==> src/rtl/bin_to_bcd_seq.sv <==
// Sequential 8-bit binary to 3-digit BCD converter.
// One double-dabble iteration per clock; digits only update on completion.
module bin_to_bcd_seq (
  input  logic       clk_i,
  input  logic       rst_i,
  input  logic       start_i,
  input  logic [7:0] bin_in_i,
  output logic [3:0] bcd_hund_o,
  output logic [3:0] bcd_tens_o,
  output logic [3:0] bcd_ones_o,
  output logic       busy_o,
  output logic       done_o
);

  typedef enum logic [1:0] {
    IDLE,
    SHIFT,
    DONE
  } state_e;

  state_e      state_q, state_d;
  logic [7:0]  shreg_q, shreg_d;
  logic [11:0] scr_q, scr_d;
  logic [2:0]  cnt_q, cnt_d;
  logic [3:0]  hund_q, hund_d;
  logic [3:0]  tens_q, tens_d;
  logic [3:0]  ones_q, ones_d;
  logic [11:0] adj;

  function automatic logic [3:0] fix(input logic [3:0] n);
    return (n >= 4'd5) ? n + 4'd3 : n;
  endfunction

  // Add-3 correction on every nibble before the shift.
  assign adj = {fix(scr_q[11:8]), fix(scr_q[7:4]), fix(scr_q[3:0])};

  always_comb begin
    state_d = state_q;
    shreg_d = shreg_q;
    scr_d   = scr_q;
    cnt_d   = cnt_q;
    hund_d  = hund_q;
    tens_d  = tens_q;
    ones_d  = ones_q;
    unique case (state_q)
      IDLE: begin
        if (start_i) begin
          shreg_d = bin_in_i;
          scr_d   = '0;
          cnt_d   = '0;
          state_d = SHIFT;
        end
      end
      SHIFT: begin
        scr_d   = {adj[10:0], shreg_q[7]};
        shreg_d = {shreg_q[6:0], 1'b0};
        cnt_d   = cnt_q + 3'd1;
        if (cnt_q == 3'd7) begin
          state_d = DONE;
          hund_d  = scr_d[11:8];
          tens_d  = scr_d[7:4];
          ones_d  = scr_d[3:0];
        end
      end
      DONE: state_d = IDLE;
      default: state_d = IDLE;
    endcase
  end

  always_ff @(posedge clk_i or posedge rst_i) begin
    if (rst_i) begin
      state_q <= IDLE;
      shreg_q <= '0;
      scr_q   <= '0;
      cnt_q   <= '0;
      hund_q  <= '0;
      tens_q  <= '0;
      ones_q  <= '0;
    end else begin
      state_q <= state_d;
      shreg_q <= shreg_d;
      scr_q   <= scr_d;
      cnt_q   <= cnt_d;
      hund_q  <= hund_d;
      tens_q  <= tens_d;
      ones_q  <= ones_d;
    end
  end

  assign bcd_hund_o = hund_q;
  assign bcd_tens_o = tens_q;
  assign bcd_ones_o = ones_q;
  assign busy_o     = (state_q == SHIFT);
  assign done_o     = (state_q == DONE);

endmodule
==> config.mk <==
export PLATFORM = sky130hd
export DESIGN_NAME = bin_to_bcd_seq
export DESIGN_NICKNAME = d
export VERILOG_FILES = /design/src/rtl/bin_to_bcd_seq.sv
export SDC_FILE = /design/constraint.sdc
export NUM_CORES = 1
export LEC_CHECK = 0
export BUFFER_PORTS_ARGS = -buffer_cell sky130_fd_sc_hd__buf_4
export CAP_MARGIN = 0
export CORE_MARGIN = 1
export CORE_UTILIZATION = 45
export CTS_BUF_LIST = sky130_fd_sc_hd__clkbuf_2 sky130_fd_sc_hd__clkbuf_4 sky130_fd_sc_hd__clkbuf_8
export DETAILED_ROUTE_END_ITERATION = 16
export GPL_ROUTABILITY_DRIVEN = 0
export PLACE_DENSITY = 0.64
export REMOVE_ABC_BUFFERS = 1
export SYNTH_ARGS = -nofsm -noshare
export SYNTH_HDL_FRONTEND = slang
export SYNTH_SLANG_ARGS = --single-unit
==> constraint.sdc <==
create_clock -name clk_i -period 1.5 [get_ports clk_i]
set_input_delay 0 -clock clk_i [delete_from_list [all_inputs] [get_ports clk_i]]
set_output_delay 0 -clock clk_i [all_outputs]
set_load 0.02 [all_outputs]
==> results.json <==
{
  "clkTransAtPathRegs_ns": 0.07,
  "critPathRequiredTime_ns": 1.71,
  "final_area_um2": 2288,
  "reg2reg_to": "bcd_hund_o[2]$_DFFE_PP0P_",
  "setup_violations": 0,
  "post_dp_cell_area_um2": 2026,
  "layout_commonest_cell": "buf_4",
  "grt_pass1_vias": 1316,
  "tns_ns": 0,
  "drive_gt1_share_pct": 34.58,
  "die_h_um": 64.24,
  "status": "finished clean",
  "worst_r2r_path_depth": 6,
  "cts.path.max_buffers": 2,
  "maxCapViolCount": 0,
  "fin_crit_sh_pct": 96.45,
  "worstMarginPinSlew_ns": 0.7038,
  "hold_end": "shreg_q[5]$_DFFE_PP0P_",
  "htree_levels": 2,
  "clk_latency_ns": 0.28,
  "ant_nets": 0,
  "finalHoldWorstSlack_ns": 0.01995,
  "hpwl_um": 2336,
  "powerDensity_nw_per_um2": 2304,
  "r2r_slack_ns": 0.05,
  "crit_fanout": 3,
  "grtUsageTotal_pct": 18.52,
  "wl_um": 3621,
  "arrival_ns": 1.65,
  "ys_types": 29,
  "cts_root_buf": "clkbuf_8",
  "r2r-start": "scr_q[9]$_DFFE_PP0P_",
  "grt_pass1_wl_um": 5837,
  "min_from": "bin_in_i[5]",
  "clock_sinks": 37,
  "cts_buffers": 5,
  "layout_common_cells": "buf_4 (41), dfrtp_1 (37), nand2_1 (27)",
  "die_w_um": 64.24,
  "post-place-ws_ns": -0.08192,
  "port_buffers": 24,
  "seq_area_frac_synth_pct": 53.12,
  "drc_errors": 0,
  "antenna_cells": 0,
  "die_area_um2": 4126,
  "fillers": 305,
  "grt_max_degree": 38,
  "relSlewSlack_pct": 53.07,
  "fin_util_pct": 62.04,
  "irDropWorstVdd_mv": 1.015,
  "hp-class": "in2reg",
  "fin_worst_skew_ns": 0.009607,
  "syn_to_final_growth_pct": 31.30,
  "worstSetupEndpointType": "register",
  "syn_inst": 169,
  "io-pin-count": 25,
  "avgViaCountPerCell": 5.221,
  "start_util_pct": 47.25,
  "tritoncts": "yes",
  "fp-row-count": 22,
  "fin_crit_ns": 1.447,
  "vias": 1368,
  "report.final.slew_viol_count": 0,
  "total_leakage_power_nw": 1.068,
  "ys_seq_elements": 37,
  "start_kind": "register",
  "drtPass1Iterations": 4,
  "synthesis.area_um2": 1743,
  "yosys_warnings": 0,
  "grt_antenna_before_repair": 0,
  "core_area_um2": 3689,
  "worstSetupStartpoint": "scr_q[9]$_DFFE_PP0P_",
  "hold_depth": 3,
  "fin_ws_ns": 0.05326,
  "drt_iter0_drc": 60,
  "syn_area_per_cell_um2": 10.31,
  "max_freq_mhz": 691.2,
  "hold_viol": 0,
  "rsz0062_at_grt": "yes",
  "criticalPathCategory": "reg2reg",
  "post_drt_wl_per_cell_um": 13.82,
  "fin_nets": 232,
  "grt-ovfl-total": 0
}
-- logic make-up after synthesis --
logic type / share of synthesized area, %
DFF: 53.12
muxes: 5.097
xor gates and xnor gates: 1.508
buffers and inverters: 4.881
and+or+nand+nor: 12.20
adders and majority gates: 5.743
AOI/OAI and AO/OA: 17.45
-- layer usage --
layer	track usage, %	up-vias	share of wire (%)
li1	-	669	-
met4	5.833	0	1.9
met2	33.38	34	51
met1	21.95	658	43
met3	3.750	7	4.4
met5	0	-	0
-- per-stage QoR --
stage / total power [W] / cells
final: 0.005273 / 262
after global routing: 0.005685 / 262
after CTS: 0.004949 / 258
after detailed placement: 0.003971 / 246
after global placement: 0.003857 / 246
after floorplan: 0.003127 / 162
-- cell usage after synthesis --
master     count  area, um2
dfrtp_1       37      925.9
o21ai_0       30      150.1
nand2_1       27      101.4
inv_1          9      33.78
a21oi_1        8      40.04
ha_1           8      100.1
mux2i_1        4      40.04
nand2b_1       4      25.02
nor2_1         4      15.01
a22o_1         3      26.28
a2bb2oi_1      3      26.28
buf_4          3      22.52
mux2_2         3      33.78
nor3_1         3      15.01
nor3b_1        3      22.52
xnor2_1        3      26.28
a21oi_2        2      17.52
and3b_1        2      17.52
buf_2          2      10.01
o21ai_1        2      10.01
a22oi_1        1      7.510
a32o_1         1      10.01
buf_6          1      11.26
clkbuf_1       1      3.750
inv_2          1      3.750
mux2_4         1      15.01
nand3_2        1      10.01
nor2b_1        1      6.260
o21ai_4        1      16.27
-- worst max-delay path by stage --
stage | endpoint | slack [ns] | cells after the start
global route | bcd_hund_o[1]$_DFFE_PP0P_ | -0.03 | 7
floorplan | cnt_q[1]$_DFFE_PP0P_ | -0.08 | 3
CTS | bcd_hund_o[2]$_DFFE_PP0P_ | -0.01 | 5
finish | bcd_hund_o[2]$_DFFE_PP0P_ | 0.05 | 6
detailed placement | bcd_hund_o[2]$_DFFE_PP0P_ | -0.08 | 6
global placement | bcd_ones_o[2]$_DFFE_PP0P_ | 0.02 | 6
-- worst max-delay path, stage by stage (launching register included) --
cell and delay [ns]:
dfrtp_1 0.38, inv_1 0.10, ha_2 0.20, nand2b_1 0.07
a21oi_2 0.17, mux2_4 0.33, o21ai_2 0.12
-- timing repair --
item                                    CTS  global route
hold buffers                              2             0
endpoints found under the setup margin    4            15
resized for setup                         7            21
buffers inserted                          2             3
hold endpoints to repair                 38             0
pin swaps                                 1             4
gates cloned                              0             1
-- power breakdown --
group          leakage [nW]  internal [W]  switching [W]
Clock                0.0619      0.000560       0.000330
Combinational         0.539       0.00129        0.00130
Sequential            0.468       0.00143       0.000356
-- state kept, by name, indices dropped and copies added (netlist names) --
| name | flops |
|---|---|
| bcd_hund_o | 4 |
| bcd_ones_o | 4 |
| bcd_tens_o | 4 |
| cnt_q | 3 |
| scr_q | 12 |
| shreg_q | 8 |
| state_q | 2 |
-- area by class of cell --
cell class | instances | area, um2 | share of cell area, %
Tap cell | 48 | 60.06 | 2.624
Multi-Input combinational cell | 116 | 817.0 | 35.70
Timing Repair Buffer | 43 | 327.8 | 14.32
Sequential cell | 37 | 925.9 | 40.46
Clock buffer | 7 | 90.09 | 3.937
Inverter | 10 | 37.54 | 1.640
Clock inverter | 1 | 30.03 | 1.312
Power figures use the tool's default switching activity.
